### src/rtl/rgb_lcd_capture.sv
// rgb_lcd_capture: sink for the parallel RGB LCD bus driven by the LCD timing
// generator. It registers the bus and packs active pixels to RGB565 for a
// downstream FIFO. It also measures the active geometry of each frame and
// flags lock when that geometry matches the expected size.
module rgb_lcd_capture #(
    parameter int unsigned EXP_WIDTH    = 800,
    parameter int unsigned EXP_HEIGHT   = 480,
    parameter int unsigned CNT_W        = 16,
    parameter logic        VS_POL       = 1'b1,
    parameter int unsigned FIFO_RST_LEN = 20
) (
    input  logic             nRST,
    input  logic             PixelClk,
    input  logic             LCD_DE,
    input  logic             LCD_HSYNC,
    input  logic             LCD_VSYNC,
    input  logic [7:0]       LCD_R,
    input  logic [7:0]       LCD_G,
    input  logic [7:0]       LCD_B,
    output logic             FIFO_RST,
    output logic             FIFO_WE,
    output logic [15:0]      FIFO_Data,
    input  logic             FIFO_Full,
    input  logic             Clr_Ovf,
    output logic             Frame_Start,
    output logic [CNT_W-1:0] Frame_Width,
    output logic [CNT_W-1:0] Frame_Height,
    output logic             Locked,
    output logic             Overflow
);

    localparam int unsigned      RW       = $clog2(FIFO_RST_LEN + 1);
    localparam logic [RW-1:0]    RST_LOAD = RW'(FIFO_RST_LEN - 1);
    localparam logic [CNT_W-1:0] CNT_MAX  = '1;
    localparam logic [CNT_W-1:0] CNT_ONE  = CNT_W'(1);
    localparam logic [CNT_W-1:0] EXP_W_C  = CNT_W'(EXP_WIDTH);
    localparam logic [CNT_W-1:0] EXP_H_C  = CNT_W'(EXP_HEIGHT);

    typedef enum logic [1:0] {
        WAIT_VS = 2'd0,
        VBLANK  = 2'd1,
        ACTIVE  = 2'd2
    } state_t;

    // Truncating 8:8:8 -> 5:6:5 pack; the low colour bits are dropped.
    function automatic logic [15:0] pack565(input logic [7:0] r,
                                            input logic [7:0] g,
                                            input logic [7:0] b);
        return {r[7:3], g[7:2], b[7:3]};
    endfunction

    // Saturating counter increment; holds at all-ones.
    function automatic logic [CNT_W-1:0] sat_inc(input logic [CNT_W-1:0] v);
        return (v == CNT_MAX) ? v : v + CNT_ONE;
    endfunction

    state_t           state_q, state_d;
    logic             de_p1_q, hs_p1_q, vs_p1_q;
    logic             de_p2_q, vs_p2_q;
    logic [7:0]       r_p1_q, g_p1_q, b_p1_q;
    logic [RW-1:0]    rst_cnt_q, rst_cnt_d;
    logic [CNT_W-1:0] pix_cnt_q, pix_cnt_d;
    logic [CNT_W-1:0] line_cnt_q, line_cnt_d;
    logic [CNT_W-1:0] line0_w_q, line0_w_d;
    logic             bad_q, bad_d;
    logic             fifo_we_q, fifo_we_d;
    logic [15:0]      fifo_data_q, fifo_data_d;
    logic [CNT_W-1:0] width_q, width_d;
    logic [CNT_W-1:0] height_q, height_d;
    logic             locked_q, locked_d;
    logic             ovf_q, ovf_d;

    logic             vs_edge, de_rise, de_fall;
    logic             cap_en, eof, empty_eof;
    logic             wr_req, first_fall, bad_set, frame_bad;
    logic [CNT_W-1:0] line0_w_now;

    // ---- stage p1/p2: bus sample and edge-detect history (control) ----
    always_ff @(posedge PixelClk or negedge nRST) begin
        if (!nRST) begin
            de_p1_q <= 1'b0;
            hs_p1_q <= 1'b1;
            vs_p1_q <= ~VS_POL;
            de_p2_q <= 1'b0;
            vs_p2_q <= ~VS_POL;
        end else begin
            de_p1_q <= LCD_DE;
            hs_p1_q <= LCD_HSYNC;
            vs_p1_q <= LCD_VSYNC;
            de_p2_q <= de_p1_q;
            vs_p2_q <= vs_p1_q;
        end
    end

    // Colour sample at p1; pure data, so it carries no reset.
    always_ff @(posedge PixelClk) begin
        r_p1_q <= LCD_R;
        g_p1_q <= LCD_G;
        b_p1_q <= LCD_B;
    end

    assign vs_edge     = (vs_p1_q == VS_POL) && (vs_p2_q != VS_POL);
    assign de_rise     = de_p1_q && !de_p2_q;
    assign de_fall     = !de_p1_q && de_p2_q;
    assign Frame_Start = vs_edge;
    // The flush window opens in the edge cycle itself, then the counter holds it.
    assign FIFO_RST    = vs_edge || (rst_cnt_q != '0);

    // FSM register.
    always_ff @(posedge PixelClk or negedge nRST) begin
        if (!nRST) state_q <= WAIT_VS;
        else       state_q <= state_d;
    end

    // Next state plus per-cycle frame decode: capture enable and end-of-frame.
    always_comb begin
        state_d   = state_q;
        cap_en    = 1'b0;
        eof       = 1'b0;
        empty_eof = 1'b0;
        unique case (state_q)
            WAIT_VS: begin
                if (vs_edge) state_d = VBLANK;
            end
            VBLANK: begin
                if (vs_edge) begin
                    empty_eof = 1'b1;
                end else if (de_rise) begin
                    state_d = ACTIVE;
                    cap_en  = 1'b1;
                end
            end
            ACTIVE: begin
                if (vs_edge) begin
                    state_d = VBLANK;
                    eof     = 1'b1;
                end else begin
                    cap_en = 1'b1;
                end
            end
            default: state_d = WAIT_VS;
        endcase
    end

    // Flush-window countdown; a fresh VSYNC edge restarts it.
    always_comb begin
        rst_cnt_d = rst_cnt_q;
        if (vs_edge)                rst_cnt_d = RST_LOAD;
        else if (rst_cnt_q != '0)   rst_cnt_d = rst_cnt_q - RW'(1);
    end

    // Geometry counters and the frame-bad flag.
    always_comb begin
        pix_cnt_d   = pix_cnt_q;
        line_cnt_d  = line_cnt_q;
        line0_w_d   = line0_w_q;
        bad_d       = bad_q;
        bad_set     = 1'b0;
        wr_req      = cap_en && de_p1_q && !FIFO_RST;
        first_fall  = (state_q == ACTIVE) && de_fall && (line_cnt_q == CNT_ONE);
        line0_w_now = first_fall ? pix_cnt_q : line0_w_q;

        if (cap_en && de_p1_q) begin
            if (de_rise) begin
                pix_cnt_d = CNT_ONE;
            end else begin
                if (pix_cnt_q == CNT_MAX) bad_set = 1'b1;
                pix_cnt_d = sat_inc(pix_cnt_q);
            end
            // HSYNC must stay idle while pixels are valid.
            if (!hs_p1_q) bad_set = 1'b1;
        end
        if (cap_en && de_rise) begin
            if (line_cnt_q == CNT_MAX) bad_set = 1'b1;
            line_cnt_d = sat_inc(line_cnt_q);
        end
        // A fall closes a line: the first sets the reference, later ones must match.
        if ((state_q == ACTIVE) && de_fall) begin
            if (first_fall)                   line0_w_d = pix_cnt_q;
            else if (pix_cnt_q != line0_w_q)  bad_set   = 1'b1;
        end
        if (wr_req && FIFO_Full) bad_set = 1'b1;
        // VSYNC arriving mid-line aborts that line.
        if (eof && de_p1_q) bad_set = 1'b1;

        frame_bad = bad_q || bad_set;

        if (vs_edge) begin
            pix_cnt_d  = '0;
            line_cnt_d = '0;
            line0_w_d  = '0;
            bad_d      = 1'b0;
        end else if (bad_set) begin
            bad_d = 1'b1;
        end
    end

    // Write strobe, frame report and overflow flag.
    always_comb begin
        fifo_we_d   = wr_req && !FIFO_Full;
        fifo_data_d = fifo_data_q;
        width_d     = width_q;
        height_d    = height_q;
        locked_d    = locked_q;
        ovf_d       = ovf_q;
        if (fifo_we_d) fifo_data_d = pack565(r_p1_q, g_p1_q, b_p1_q);
        if (eof) begin
            width_d  = line0_w_now;
            height_d = line_cnt_q;
            locked_d = !frame_bad && (line0_w_now == EXP_W_C) && (line_cnt_q == EXP_H_C);
        end else if (empty_eof) begin
            width_d  = '0;
            height_d = '0;
            locked_d = 1'b0;
        end
        // A new drop outranks a clear in the same cycle.
        if (wr_req && FIFO_Full) ovf_d = 1'b1;
        else if (Clr_Ovf)        ovf_d = 1'b0;
    end

    // ---- stage p2: counters, flush timer and registered outputs ----
    always_ff @(posedge PixelClk or negedge nRST) begin
        if (!nRST) begin
            rst_cnt_q   <= '0;
            pix_cnt_q   <= '0;
            line_cnt_q  <= '0;
            line0_w_q   <= '0;
            bad_q       <= 1'b0;
            fifo_we_q   <= 1'b0;
            fifo_data_q <= '0;
            width_q     <= '0;
            height_q    <= '0;
            locked_q    <= 1'b0;
            ovf_q       <= 1'b0;
        end else begin
            rst_cnt_q   <= rst_cnt_d;
            pix_cnt_q   <= pix_cnt_d;
            line_cnt_q  <= line_cnt_d;
            line0_w_q   <= line0_w_d;
            bad_q       <= bad_d;
            fifo_we_q   <= fifo_we_d;
            fifo_data_q <= fifo_data_d;
            width_q     <= width_d;
            height_q    <= height_d;
            locked_q    <= locked_d;
            ovf_q       <= ovf_d;
        end
    end

    assign FIFO_WE      = fifo_we_q;
    assign FIFO_Data    = fifo_data_q;
    assign Frame_Width  = width_q;
    assign Frame_Height = height_q;
    assign Locked       = locked_q;
    assign Overflow     = ovf_q;

endmodule

### config.mk
export PLATFORM = sky130hd
export DESIGN_NAME = rgb_lcd_capture
export DESIGN_NICKNAME = d
export VERILOG_FILES = /design/src/rtl/rgb_lcd_capture.sv
export SDC_FILE = /design/constraint.sdc
export NUM_CORES = 1
export LEC_CHECK = 0
export CORE_ASPECT_RATIO = 1.1
export CORE_MARGIN = 5
export CORE_UTILIZATION = 50
export CTS_CLUSTER_DIAMETER = 120
export DETAILED_ROUTE_END_ITERATION = 10
export PLACE_DENSITY_LB_ADDON = 0.15
export SLEW_MARGIN = 10
export SYNTH_ARGS = -nofsm -noshare
export SYNTH_HDL_FRONTEND = slang
export SYNTH_SLANG_ARGS = --single-unit
### constraint.sdc
create_clock -name PixelClk -period 6.14 [get_ports PixelClk]
set_clock_uncertainty 0.05 [all_clocks]
set_input_delay 0.614 -clock PixelClk [delete_from_list [all_inputs] [get_ports PixelClk]]
set_output_delay 0.614 -clock PixelClk [all_outputs]
set_load 0.1 [all_outputs]
# After elaboration in Yosys (flattened, before gate mapping)
# Cells that the tools add are included.
[word_totals]
latchBits = 0
mem_bits_rw = 0
reg_bits = 136
romBits = 0
mem_count = 0
wordCells = 113
[classes]
addsub = 3
shift = 0
mux = 43
magnitude_cmp = 0
bitwise = 1
eq_ne = 13
n_reduce_logical = 33
div_mod_pow = 0
multipliers = 0
[ops]
columns = ["operator", "count"]
rows = [
  ["$mux 16", 13],
  ["$add 16x1->16 const B", 2],
  ["$eq 16x16->1 const B", 2],
  ["$mux 1", 23],
  ["$eq 16x1->1 const B", 1],
  ["$eq 16x10->1 const B", 1],
  ["$eq 16x9->1 const B", 1],
  ["$ne 16x16->1", 1],
  ["$reduce_bool 2->1", 7],
  ["$logic_and 1x1->1", 13],
  ["$mux 5", 2],
  ["$mux 2", 3],
  ["$ne 2x2->1 const B", 3],
  ["$logic_not 1->1", 5],
  ["$reduce_bool 5->1", 1],
  ["$sub 5x1->5 const B", 1],
  ["$pmux 2 s2", 1],
  ["$reduce_and 2->1", 2],
  ["$ne 3x3->1 const B", 1],
  ["$reduce_and 3->1", 1],
  ["$eq 2x1->1 const B", 1],
  ["$eq 2x2->1 const B", 1],
  ["$logic_not 2->1", 1],
  ["$logic_or 1x1->1", 2],
  ["4 further kinds", 4],
]

# Depth between registers and ports, before layout
# Gate-level depths: netlist (run 1).
[depth]
depth_word = 19
ltp_mapped = 8
depth_no_buf = 7

# Worst setup path after synthesis (run 1)
# OpenSTA, ideal clock, no wires.
[synth_timing]
kind = "reg2out"
start = "register vs_p2_q"
end = "output port Frame_Start"
t_arrival_ps = 2045
t_required_ps = 5476
path_stages_with_launch = 6
setup_slack_ps = 3431
cell_sequence = "dfrtp_1 nand2b_1 clkbuf_2 inv_1 clkbuf_1 buf_1"
[synth_between]
elab_chain_cells = 2
[synth_lines]
columns = ["item", "line_no", "text"]
rows = [
  ["from (decl)", "59", "logic de_p2_q, vs_p2_q;"],
  ["from (signal assigned)", "85", "vs_p2_q <= ~VS_POL;"],
  ["from (signal assigned)", "91", "vs_p2_q <= vs_p1_q;"],
  ["$not 1->1", "102", "assign vs_edge = (vs_p1_q == VS_POL) && (vs_p2_q != VS_POL);"],
  ["$logic_and 1x1->1", "102", ""],
  ["to (decl)", "25", "output logic Frame_Start,"],
]
# No other way between the ends.

# Worst setup path after layout (run 1)
[layout_timing]
start = "register rst_cnt_q[0]"
end = "output port FIFO_RST"
[layout_between]
elab_chain_cells = 2
[layout_lines]
columns = ["item", "line_no", "text"]
rows = [
  ["from (decl)", "61", "logic [RW-1:0] rst_cnt_q, rst_cnt_d;"],
  ["from (signal assigned)", "236", "rst_cnt_q <= rst_cnt_d;"],
  ["$reduce_bool 5->1", "107", "assign FIFO_RST = vs_edge || (rst_cnt_q != '0);"],
  ["$logic_or 1x1->1", "107", ""],
  ["to (decl)", "20", "output logic FIFO_RST,"],
]
# No other way between the ends.

==> results.cfg, run 1 <==
[yosys]
synthArstFlopShare_pct = 87.5
synth_nets = 574
yosys_warnings = 0
synth_top_area_cell = dfrtp_1
synthFlopType = dfrtp_1
netlist_area_mm2 = 0.00568
ys_seq_area_share_pct = 55.0
synth_edf_count = 0
yosys-top-cells-area = dfrtp_1, dfxtp_1, o21ai_0
synth-seq-cells = 128
synth_commonest_cells = dfrtp_1, nor2_1, o21ai_0, nand2_1, a21oi_1
netlist_instances = 533
yosysMostFrequentCell = dfrtp_1
syn_area_per_cell_um2 = 10.7
yosysTopAreaCellShare_pct = 48.9
ys_types = 61

[detailed_routing]
first_pass_iters = 5
drt_iter0_markers = 324
antenna_left = 0
route.vias.total = 4269
wl_mm = 12.4
wl_per_cell_um = 16.5
viasPerCell = 5.68
drc = 0

[grt]
grt_pass1_vias = 4268
grt_max_degree = 79
overflow = 0
grt_usage_pct = 19.2
antenna_found_initial = 0
grt_pass1_wl_mm = 21.3

[sta]
tightest_slew_ns = 1.09
layout_setup_ws_ns = 2.54
slew_headroom_pct = 27.4
fin_crit_ns = 3.60
hold_violations = 0
rsz0062_at_grt = no
tns_ns = 0
setup_viol = 0
max_freq_mhz = 278
slew_viol_final = 0
fin_crit_sh_pct = 58.6

[floorplanning]
die_w_um = 112
floorplan.initialDensity_pct = 51.6
core-area_mm2 = 0.0110
die_h_um = 122
rows = 40
dieArea_mm2 = 0.0136
io-pin-count = 84

[power]
switchingPower_uw = 634
ir_drop_mv = 0.193
p_clk_share_pct = 44.7
p_comb_share_pct = 13.9
p_per_area_mw_per_mm2 = 316
intPower_mw = 1.60
power_leakage_nw = 3.08
power_frac_seq_pct = 41.4
p_sw_share_pct = 28.4

[cells_and_area]
final_layout_size_suffix_gt1_share_pct = 11.1
area_growth_pct = 24.2
multi_input_area_mm2 = 0.00233
nNetsFinal = 633
final_util_pct = 64.1
seq_area_mm2 = 0.00312
fillers = 884
n_antenna_cell = 0

[setup_path]
crit_type = reg -> out
ff2ff_setup_slack_ns = 2.87
end_kind = output pin
cpMaxStageDelayCell = clkdlybuf4s50_1
worstPathMaxFanout = 6
max_stage_delay_ns = 1.00
path_cells = inv_1 -> ha_1 -> nor4b_1 -> nand2_1 -> clkdlybuf4s50_1
worstPathArrival_ns = 2.94
cp-start-kind = flip-flop
required_ns = 5.48

[cts]
htreeDepth = 4
clk_pin_slew_worst_paths_ns = 0.06
cts_setup_buffers = 0
cts_sinks = 128
cts_resized = 0
cts-root-buf = clkbuf_16
cts_tree = done
cts_max_path_buffers = 2
cts_made_buffers = 17
cts-hold-fix-buffers = 0
clk_latency_ns = 0.41

[outcome]
run_status = finished clean

[worst_hold_path]
hold_path.class = in -> async

[place]
hpwl_mm = 8.46
place_ws_ns = 2.95
numPortBuffers = 75
place_congestion = 0.800

[run]
drv_cap = 0
[metal layers]
| metal | global-route usage [%] | up-vias | routed length, µm |
|---|---|---|---|
| met4 | 6.46 | 0 | 140 |
| met5 | 0 | - | 0 |
| met3 | 5.17 | 13 | 580 |
| li1 | - | 2028 | - |
| met2 | 31.3 | 107 | 6190 |
| met1 | 25.1 | 2121 | 5480 |
[sequential cells by signal (all words and copies together) (netlist names)]
register,cells
Frame_Height,16
vs_p1_q,1
Overflow,1
Frame_Width,16
FIFO_WE,1
b_p1_q,5
de_p2_q,1
Locked,1
pix_cnt_q,16
r_p1_q,5
rst_cnt_q,5
g_p1_q,6
de_p1_q,1
hs_p1_q,1
vs_p2_q,1
line_cnt_q,16
line0_w_q,16
FIFO_Data,16
state_q,2
bad_q,1
[power groups by stage]
stage	Sequential, mW	Combinational [mW]	Clock (mW)
detailed placement	0.938	0.309	0
floorplan	0.991	0.157	0
CTS	0.923	0.313	1.01
finish	0.923	0.309	0.998
global placement	0.935	0.297	0
global route	0.930	0.341	1.05
[path summary, 6_finish.rpt]
| kind | start | to | depth (start not counted) |
|---|---|---|---|
| setup / recovery | rst_cnt_q[0] | FIFO_RST | 5 |
| hold / removal | nRST | Frame_Width[14] | 1 |
| setup reg to reg | de_p2_q | line_cnt_q[9] | 5 |
| hold reg to reg | vs_p1_q | vs_p2_q | 0 |
| max in group asynchronous | nRST | state_q[1] | 2 |
| min in group PixelClk | vs_p1_q | vs_p2_q | 0 |
[cell type report]
class                           count  share of cell area (%)
Tap cell                          147                    2.61
Clock buffer                       18                    6.22
Sequential cell                   128                    44.3
Clock inverter                     14                    2.23
Timing Repair Buffer               78                    10.9
Multi-Input combinational cell    354                    33.0
Inverter                           13                   0.691
[worst max-delay path, delay by kind of cell, from the launching register on]
family / cells / cell delay, ns
AND/OR/NAND/NOR: 2 / 0.85
adder cells (fa/ha/maj): 1 / 0.17
flip-flops: 1 / 0.40
buffers and inverters: 2 / 1.11
[cells by family after synthesis]
| logic type | count (synthesis) | share of synthesized area (%) |
|---|---|---|
| AOI/OAI and AO/OA | 103 | 11.1 |
| DFF | 128 | 55.0 |
| xor gates and xnor gates | 26 | 4.01 |
| muxes | 34 | 6.34 |
| and+or+nand+nor | 181 | 17.3 |
| buffers and inverters | 51 | 4.05 |
| adders and majority gates | 10 | 2.20 |
[cell usage in the layout, fill, tap and decap left out, drive strengths merged, types with 5 or more instances in the layout]
cell,netlist,routed
xnor2,9,9
nor2,46,46
a31oi,6,6
clkdlybuf4s50,0,74
xor2,17,17
dfxtp,16,16
or3,5,5
nand4,9,9
clkinv,0,6
mux2i,18,18
clkbuf,25,18
ha,10,10
or4,10,10
o21ai,42,42
mux2,16,16
nand3,15,15
a21oi,24,24
a22o,12,12
and4,6,6
nor3,6,6
dfrtp,111,111
inv,13,16
nand2,40,40
nor4,20,20
[through the flow]
stage | hold slack, ns | instance area [µm²] | instances | power [mW]
floorplan | 0.268 | 5680 | 533 | 1.15
finish | 0.0868 | 7060 | 752 | 2.23
global route | 0.115 | 7060 | 752 | 2.32
CTS | 0.0937 | 7060 | 752 | 2.25
global placement | 0.330 | 6460 | 720 | 1.23
detailed placement | 0.335 | 6460 | 720 | 1.25
(Power assumes the default switching activity.)
==> inputs of run 2 (changes only) <==
--- a/config.mk
+++ b/config.mk
@@ -7,7 +7,7 @@
 export LEC_CHECK = 0
 export CORE_ASPECT_RATIO = 1.1
 export CORE_MARGIN = 5
-export CORE_UTILIZATION = 50
+export CORE_UTILIZATION = 49
 export CTS_CLUSTER_DIAMETER = 120
 export DETAILED_ROUTE_END_ITERATION = 10
 export PLACE_DENSITY_LB_ADDON = 0.15
==> constraint.sdc (replaced) <==
create_clock -name PixelClk -period 3.1 [get_ports PixelClk]
set_clock_uncertainty 0.05 [all_clocks]
set_input_delay 0.31 -clock PixelClk [delete_from_list [all_inputs] [get_ports PixelClk]]
set_output_delay 0.31 -clock PixelClk [all_outputs]
set_load 0.1 [all_outputs]
==> results.cfg, run 2 (same netlist as run 1, synthesis figures left out) <==
[setup_path]
r2r_start = pix_cnt_q[0]
path_cells = ha_1 -> nand3_1 -> nor4_1 -> a21o_1 -> o21ai_0 -> a21oi_1
crit_type = reg -> reg
required_ns = 3.39
cpMaxStageDelayCell = a21o_1
end_kind = flip-flop
rr_endpoint = pix_cnt_q[9]
max_stage_delay_ns = 0.68
cp-start-kind = flip-flop
ff2ff_setup_slack_ns = 0.53
worstPathArrival_ns = 2.86
r2r_cells = 6
worstPathMaxFanout = 32

[cts]
htreeDepth = 4
cts-root-buf = clkbuf_16
cts_setup_buffers = 0
cts_sinks = 128
clk_latency_ns = 0.42
cts_max_path_buffers = 2
cts_made_buffers = 17
cts_tree = done
clk_pin_slew_worst_paths_ns = 0.05

[cells_and_area]
stdcell_area_mm2 = 0.00719
area_growth_pct = 26.6
nNetsFinal = 646
final_common_cell = dfrtp_1
n_antenna_cell = 0
final_cell_mix = dfrtp_1, clkdlybuf4s50_1, nor2_1
final_layout_size_suffix_gt1_share_pct = 16.5

[sta]
tns_ns = 0
rsz0062_at_grt = no
setup_viol = 0
hold_violations = 0
max_freq_mhz = 389
slew_headroom_pct = 33.7
tightest_slew_ns = 0.992
fin_crit_sh_pct = 83.0
fin_crit_ns = 2.57
slew_viol_final = 0

[place]
place_congestion = 0.824
hpwl_mm = 8.41
post_dp_cell_area_mm2 = 0.00652
numPortBuffers = 75

[power]
power_leakage_nw = 3.24
switchingPower_mw = 1.21
p_sw_share_pct = 26.3
ir_drop_mv = 0.452
p_comb_share_pct = 13.6
intPower_mw = 3.39
power_frac_seq_pct = 40.0
p_per_area_mw_per_mm2 = 638
p_clk_share_pct = 46.4

[grt]
grt_usage_pct = 19.2
grt_pass1_wl_mm = 21.2
grt_pass1_vias = 4379
antenna_found_initial = 0
grt_max_degree = 56
overflow = 0

[floorplanning]
die_h_um = 123
die_w_um = 113
floorplan.initialDensity_pct = 49.7
core-area_mm2 = 0.0114
dieArea_mm2 = 0.0139
rows = 41
io-pin-count = 84

[worst_hold_path]
min_to = hs_p1_q
hold_path.class = in -> reg
hold_depth = 1
min_from = LCD_HSYNC

[detailed_routing]
antenna_left = 0
first_pass_iters = 4
viasPerCell = 5.60
route.vias.total = 4300
drt_iter0_markers = 393
wl_mm = 12.5
drc = 0
wl_per_cell_um = 16.3

[run]
drv_cap = 0

[outcome]
run_status = finished clean
## run 2: what timing repair did
| action | in CTS | in global routing |
|---|---|---|
| hold buffers | 1 | 0 |
| hold endpoints to repair | 53 | 0 |
| resized for setup | 0 | 0 |
## run 2: worst max-delay path by stage
stage,from,slack [ns],depth (start not counted),to
after floorplan,vs_p2_q,0.69,5,Frame_Start
final,pix_cnt_q[0],0.53,6,pix_cnt_q[9]
after global routing,pix_cnt_q[0],0.25,6,pix_cnt_q[5]
after CTS,pix_cnt_q[0],0.54,6,pix_cnt_q[9]
after global placement,pix_cnt_q[0],0.62,6,pix_cnt_q[10]
after detailed placement,pix_cnt_q[0],0.55,6,pix_cnt_q[9]
## run 2: final cells by class
class	count	area [µm²]
inverters	13	48.8
fillers	917	4250
clock inverters	5	55.1
repair buffers	91	836
multi-input cells	354	2330
well taps	150	188
clock buffers	27	609
flip-flops and latches	128	3120
## run 2: metrics by stage
step | hold slack [ns] | total power [mW] | util (%) | worst slack [ns] | std cells
after floorplan | -0.0356 | 2.27 | - | 0.695 | 533
after global placement | 0.361 | 2.45 | 57.0 | 0.616 | 735
after detailed placement | 0.367 | 2.49 | 57.0 | 0.554 | 735
after CTS | 0.236 | 4.63 | 62.9 | 0.536 | 768
after global routing | 0.245 | 4.80 | 62.9 | 0.249 | 768
final | 0.251 | 4.59 | 62.9 | 0.526 | 768
## run 2: critical path: cells and delay by family (launching register included)
family | cells | cell delay, ns
adders and majority gates | 1 | 0.25
DFF | 1 | 0.52
AOI/OAI and AO/OA | 3 | 1.05
and+or+nand+nor | 2 | 0.62
## run 2: power groups by stage
stage / registers [mW] / logic (mW) / clock network (mW)
after floorplan: 1.96 / 0.311 / 0
after global placement: 1.85 / 0.600 / 0
after detailed placement: 1.86 / 0.625 / 0
after CTS: 1.83 / 0.630 / 2.17
after global routing: 1.85 / 0.693 / 2.26
final: 1.84 / 0.625 / 2.13
## run 2: per-layer routing
layer	global-route usage (%)	routed length (µm)	vias to the layer above
met4	7.74	163	0
met2	30.4	6030	98
li1	-	-	2049
met5	0	0	-
met1	25.1	5730	2137
met3	5.53	631	16
